## src/rtl/quad_decoder_pkg.sv

```systemverilog
// Shared types and Gray-phase helpers for the quadrature decoder.
// qstep classifies one phase transition by its distance around the Gray cycle.
package quad_pkg;

  typedef enum logic {INIT, RUN} state_t;

  typedef enum logic [1:0] {NONE, STEP_CW, STEP_CCW, ILLEGAL} step_t;

  localparam logic [1:0] PH_00 = 2'b00;
  localparam logic [1:0] PH_10 = 2'b10;
  localparam logic [1:0] PH_11 = 2'b11;
  localparam logic [1:0] PH_01 = 2'b01;

  // Position of a phase along the clockwise cycle 00 -> 10 -> 11 -> 01.
  function automatic logic [1:0] ph_idx(input logic [1:0] ph);
    case (ph)
      PH_00:   ph_idx = 2'd0;
      PH_10:   ph_idx = 2'd1;
      PH_11:   ph_idx = 2'd2;
      default: ph_idx = 2'd3;
    endcase
  endfunction

  function automatic step_t qstep(input logic [1:0] prev, input logic [1:0] cur);
    logic [1:0] d;
    d = ph_idx(cur) - ph_idx(prev);
    case (d)
      2'd0:    qstep = NONE;
      2'd1:    qstep = STEP_CW;
      2'd3:    qstep = STEP_CCW;
      default: qstep = ILLEGAL;
    endcase
  endfunction

endpackage

```

## src/rtl/debounce_bit.sv

```systemverilog
// Two-flop synchronizer followed by a stability counter for one encoder channel.
// load forces the debounced value to the synchronized value (used once after reset).
module debounce_bit
  import quad_pkg::*;
#(
  parameter int DEB_CYCLES = 1000
) (
  input  logic clk,
  input  logic rst,
  input  logic d_async,
  input  logic load,
  output logic sync,
  output logic q
);

  localparam int CNT_W = $clog2(DEB_CYCLES + 1);
  localparam logic [CNT_W-1:0] CNT_LAST = CNT_W'(DEB_CYCLES - 1);

  logic             r_sync1;
  logic             r_sync2;
  logic             r_deb;
  logic [CNT_W-1:0] r_dcnt;

  always_ff @(posedge clk or posedge rst) begin
    if (rst) begin
      r_sync1 <= 1'b0;
      r_sync2 <= 1'b0;
      r_deb   <= 1'b0;
      r_dcnt  <= '0;
    end else begin
      r_sync1 <= d_async;
      r_sync2 <= r_sync1;
      if (load) begin
        r_deb  <= r_sync2;
        r_dcnt <= '0;
      end else if (r_sync2 != r_deb) begin
        if (r_dcnt == CNT_LAST) begin
          r_deb  <= r_sync2;
          r_dcnt <= '0;
        end else begin
          r_dcnt <= r_dcnt + CNT_W'(1);
        end
      end else begin
        r_dcnt <= '0;
      end
    end
  end

  assign sync = r_sync2;
  assign q    = r_deb;

endmodule

```

## src/rtl/quad_decoder.sv

```systemverilog
// Quadrature decoder: debounced A/B phase tracking, signed detent accumulator,
// one-cycle en step pulses with cw direction, and a sticky illegal-transition flag.
module quad_decoder
  import quad_pkg::*;
#(
  parameter int DEB_CYCLES = 1000,
  parameter int DIV        = 1
) (
  input  logic clk,
  input  logic rst,
  input  logic a_in,
  input  logic b_in,
  input  logic clr_err,
  output logic en,
  output logic cw,
  output logic err
);

  localparam logic signed [3:0] DIV_S = 4'(DIV);

  logic w_sync_a, w_sync_b;
  logic w_deb_a, w_deb_b;
  logic w_load;

  state_t            r_state, w_state_nxt;
  logic [1:0]        r_init_cnt, w_init_cnt_nxt;
  logic [1:0]        r_phase, w_phase_nxt;
  logic signed [3:0] r_acc, w_acc_nxt, w_acc_t;
  logic              r_en, w_en_nxt;
  logic              r_cw, w_cw_nxt;
  logic              r_err, w_err_nxt;
  logic              w_err_set;
  step_t             w_step;

  // Synchronizers take two cycles to fill; the phase is loaded on the third.
  assign w_load = (r_state == INIT) && (r_init_cnt == 2'd2);

  debounce_bit #(.DEB_CYCLES(DEB_CYCLES)) u_deb_a (
    .clk     (clk),
    .rst     (rst),
    .d_async (a_in),
    .load    (w_load),
    .sync    (w_sync_a),
    .q       (w_deb_a)
  );

  debounce_bit #(.DEB_CYCLES(DEB_CYCLES)) u_deb_b (
    .clk     (clk),
    .rst     (rst),
    .d_async (b_in),
    .load    (w_load),
    .sync    (w_sync_b),
    .q       (w_deb_b)
  );

  always_ff @(posedge clk or posedge rst) begin
    if (rst) begin
      r_state    <= INIT;
      r_init_cnt <= 2'd0;
      r_phase    <= PH_00;
      r_acc      <= '0;
      r_en       <= 1'b0;
      r_cw       <= 1'b0;
      r_err      <= 1'b0;
    end else begin
      r_state    <= w_state_nxt;
      r_init_cnt <= w_init_cnt_nxt;
      r_phase    <= w_phase_nxt;
      r_acc      <= w_acc_nxt;
      r_en       <= w_en_nxt;
      r_cw       <= w_cw_nxt;
      r_err      <= w_err_nxt;
    end
  end

  always_comb begin
    w_state_nxt    = r_state;
    w_init_cnt_nxt = r_init_cnt;
    w_phase_nxt    = r_phase;
    w_acc_nxt      = r_acc;
    w_acc_t        = r_acc;
    w_en_nxt       = 1'b0;
    w_cw_nxt       = r_cw;
    w_err_set      = 1'b0;
    w_step         = qstep(r_phase, {w_deb_a, w_deb_b});

    case (r_state)
      INIT: begin
        w_acc_nxt = '0;
        if (w_load) begin
          w_phase_nxt = {w_sync_a, w_sync_b};
          w_state_nxt = RUN;
        end else begin
          w_init_cnt_nxt = r_init_cnt + 2'd1;
        end
      end
      default: begin
        w_phase_nxt = {w_deb_a, w_deb_b};
        case (w_step)
          STEP_CW:  w_acc_t = r_acc + 4'sd1;
          STEP_CCW: w_acc_t = r_acc - 4'sd1;
          ILLEGAL: begin
            w_err_set = 1'b1;
            w_acc_t   = '0;
          end
          default:  w_acc_t = r_acc;
        endcase
        // A full detent in either direction emits a step and restarts the count.
        if (w_acc_t == DIV_S) begin
          w_en_nxt  = 1'b1;
          w_cw_nxt  = 1'b1;
          w_acc_nxt = '0;
        end else if (w_acc_t == -DIV_S) begin
          w_en_nxt  = 1'b1;
          w_cw_nxt  = 1'b0;
          w_acc_nxt = '0;
        end else begin
          w_acc_nxt = w_acc_t;
        end
      end
    endcase

    w_err_nxt = w_err_set | (r_err & ~clr_err);
  end

  assign en  = r_en;
  assign cw  = r_cw;
  assign err = r_err;

endmodule

```

## config.mk

```make
export PLATFORM = sky130hd
export DESIGN_NAME = quad_decoder
export DESIGN_NICKNAME = d
export VERILOG_FILES = /design/src/rtl/quad_decoder_pkg.sv /design/src/rtl/debounce_bit.sv /design/src/rtl/quad_decoder.sv
export SDC_FILE = /design/constraint.sdc
export NUM_CORES = 1
export LEC_CHECK = 0
export BUFFER_PORTS_ARGS = -buffer_cell sky130_fd_sc_hd__buf_2
export CAP_MARGIN = 20
export CORE_MARGIN = 5
export CORE_UTILIZATION = 30
export DETAILED_ROUTE_END_ITERATION = 8
export HOLD_SLACK_MARGIN = 0.08
export PLACE_DENSITY = 0.52
export SLEW_MARGIN = 20
export SYNTH_ARGS = -nofsm -noshare
export SYNTH_HDL_FRONTEND = slang
export SYNTH_SLANG_ARGS = --single-unit
export TNS_END_PERCENT = 100
```

## constraint.sdc

```tcl
create_clock -name clk -period 3.2 [get_ports clk]
set_input_delay 0.32 -clock clk [delete_from_list [all_inputs] [get_ports clk]]
set_output_delay 0.32 -clock clk [all_outputs]
set_load 0.01 [all_outputs]
```

==> metrics.md <==
| Metric | Value |
|---|---|
| Status | finished clean |
| Final nets | approximately 210 |
| Placeable Area | 0.00599 mm^2 |
| Area growth syn-to-layout | 10.9% |
| Max VDD drop | about 0.32 mV |
| Final-report hold violation count | 0 |
| Post-CTS Hold Fix Bufs | 0 |
| Final setup violation count | 0 |
| Ports | 8 |
| Syn nets | a little under 200 |
| First-pass GRT wire length | around 5300 um |
| Yosys warns | 0 |
| Crit start category | flop |
| Chip width | a little under 90 um |
| Clk sinks | 38 |
| Final critical-path share of the clock period | 0.900 |
| Buffers added on ports | 7 |
| Total number of vias | between 1000 and 1500 |
| # fillers | between 600 and 700 |
| Final HPWL from detailed placement | approximately 2100 um |
| Gpl congestion | 0.743 |
| Initial detailed-routing violation count | 62 |
| Worst Max-Slew Pin Slew | between 0.4 and 0.5 ns |
| Fmax | 0.347 GHz |
| CTS H-tree lvls | 2 |
| Synth Cell Area | between 0.0015 and 0.002 mm^2 |
| Num CTS Buffers | 5 |
| Crit path arrival time | about 3.1 ns |
| Setup Skew | around 0.007 ns |
| EDFF count, synth | 0 |
| Resize count post-CTS | 0 |
| Footprint of the multi-input gates | 848 um^2 |
| # DRC | 0 |
| Share of the synthesized area in the top cell type | 0.507 |
| Remaining global-route overflow | 0 |
| # Post-CTS Setup Buffers | 0 |
| Wirelength per Cell | 11.1 um |
| Max incr delay on CP | approximately 0.44 ns |
| Final core occ | 0.347 |
| Pwr Density | 602 mW/mm^2 |
| Cell count of the worst reg-to-reg path | 12 |
| Rel. slew slack | 0.687 |
| Clk_lat worst skew | between 0.2 and 0.3 ns |
| # rows | 28 |
| Cell variety after synth | 36 |
| Max-slew violations | 0 |
| Root buffer cell | clkbuf_8 |
| Yosys top cell by area | dfrtp_1 |
| MaxCap Viol Count | 0 |
| CP delay by family, top | simple AND/OR/NAND/NOR gates |
| Leakage | a little over 0.9 nW |
| Pwr Total | around 1.3 mW |
| DRT antenna net count | 0 |
| CP max stage cell | dfrtp_1 |
| Async S/R FF share, synth | 1.00 |
| Share of cells above drive strength 1 | 0.126 |
| Reg area | about 950 um^2 |
| Crit path kind | flop to flop |
| Initial Util | 0.313 |
| CP Depth | 12 |
| Die height | between 80 and 90 um |
| Crit end category | flop |
| Dpl cells | between 200 and 300 |
| Cell Chain, Critical Path | xnor2_1 -> ha_1 -> xnor3_2 -> nor2_1 -> xor2_1 -> ha_1 -> or3_1 -> a21oi_1 -> a31oi_1 -> o21ai_2 -> a41oi_1 -> or3_1 |
| Data required, critical path | between 3 and 4 ns |
| Syn Area/Cell | 10.1 um^2 |
| Reg2reg setup slack | between 0.3 and 0.4 ns |
| Seq/Total Area, Yosys | 0.507 |
| Initial antenna violation count | 0 |
| TNS Setup | 0 ns |
| Hold WC Path Type | input port to asynchronous set/reset pin |
| Largest cells by area after synthesis | dfrtp_1, nor2_1, xnor2_1 |
| Drt first pass iters | 4 |
| Largest net degree at the start of global routing | 39 |
| Clock transition at path regs | around 0.080 ns |
| Clock Path Buffers | 2 |
| Worst-path maximum fanout | 7 |
| RSZ-0062 raised after global routing | false |
| Drt total wl | roughly 3000 um |
| Area post-placement | 0.00198 mm^2 |
| Post-route insts no fill | around 270 |
| Seq cells post-synth | 38 |
| Vias in the first global route | roughly 1200 |
| Mapped Cells | about 190 |
| Die footprint | around 0.0079 mm^2 |
| TritonCTS clock tree | built |
| ANT cells | 0 |
| Post-Layout Inst Area | between 0.002 and 0.0025 mm^2 |
| Via/cell ratio | roughly 4.6 |
| Buf/Inv on CP | 0 |
| Crit path time final | about 2.9 ns |
| Gr usage total | 0.0883 |
| Top FF cell, synth | dfrtp_1 |
area by class of cell:
class,count,share of cell area
Sequential cell,38,0.457
Multi-Input combinational cell,134,0.408
Tap cell,75,0.0451
Clock buffer,6,0.0397
Timing Repair Buffer,10,0.0277
Inverter,9,0.0162
Clock inverter,2,0.00602
flip-flops by register name (all words and copies together) (netlist names), 2 cells and up:
register,cells
r_acc,4
u_deb_a.r_dcnt,10
r_phase,2
u_deb_b.r_dcnt,10
r_init_cnt,2
per-layer routing:
layer	GRT usage	routed length [um]	vias to the layer above
met5	0	0	-
met4	0.0406	58	0
met3	0.0286	106	5
met2	0.117	1210	22
met1	0.129	1660	580
li1	-	-	655
layout by cell type (no fill, tap or decap), types with 2 or more instances in the layout:
cell type,instances
a21oi_1,5
a31oi_1,4
and3_1,6
buf_2,7
buf_4,3
clkbuf_8,6
dfrtp_1,38
ha_1,5
inv_1,9
mux2_2,2
mux2i_1,2
nand2_1,16
nand3_1,11
nor2_1,28
nor3_1,6
nor4_1,2
o211ai_1,2
o21ai_0,4
o21ai_2,2
or3_1,3
xnor2_1,12
xor2_1,10
tightest hold or removal path: cells and delay by family:
family                 cells  cell delay (ns)
buffers and inverters      3             0.53
Yosys cell counts (all sizes together), types with 3 or more instances:
master  count
nand2      16
ha          5
a21oi       6
or3         3
xnor2      12
a31oi       4
and3        6
inv         9
nor3        6
nor2       28
xor2       10
dfrtp      38
nand3      12
o21ai       6
worst paths after layout:
kind,end,startpoint
max,cw,u_deb_b.q
max in group asynchronous,u_deb_b.r_dcnt[1],rst
min,u_deb_b.r_dcnt[8],rst
min reg2reg,u_deb_b.sync,u_deb_b.r_sync1
min in group clk,u_deb_a.r_sync1,a_in
max reg2reg,cw,u_deb_b.q
stage by stage:
stage                     hold slack, ns  setup WS, ns
after floorplan                    0.331         0.347
final                              0.130         0.320
after global routing               0.120         0.114
after global placement             0.332         0.389
after detailed placement           0.335         0.303
after CTS                          0.118         0.302
cell families after synthesis:
family,synth area share
multiplexers,0.0227
XOR/XNOR,0.115
AO/OA/AOI/OAI,0.0754
flip-flops,0.507
AND/OR/NAND/NOR,0.205
adder cells (fa/ha/maj),0.0334
buffers and inverters,0.0407
where the power goes:
group	leakage (nW)	switching, mW	internal, mW
clock	0.0472	0.167	0.173
sequential	0.484	0.0609	0.528
combinational	0.403	0.182	0.139
(Power assumes the default switching activity.)
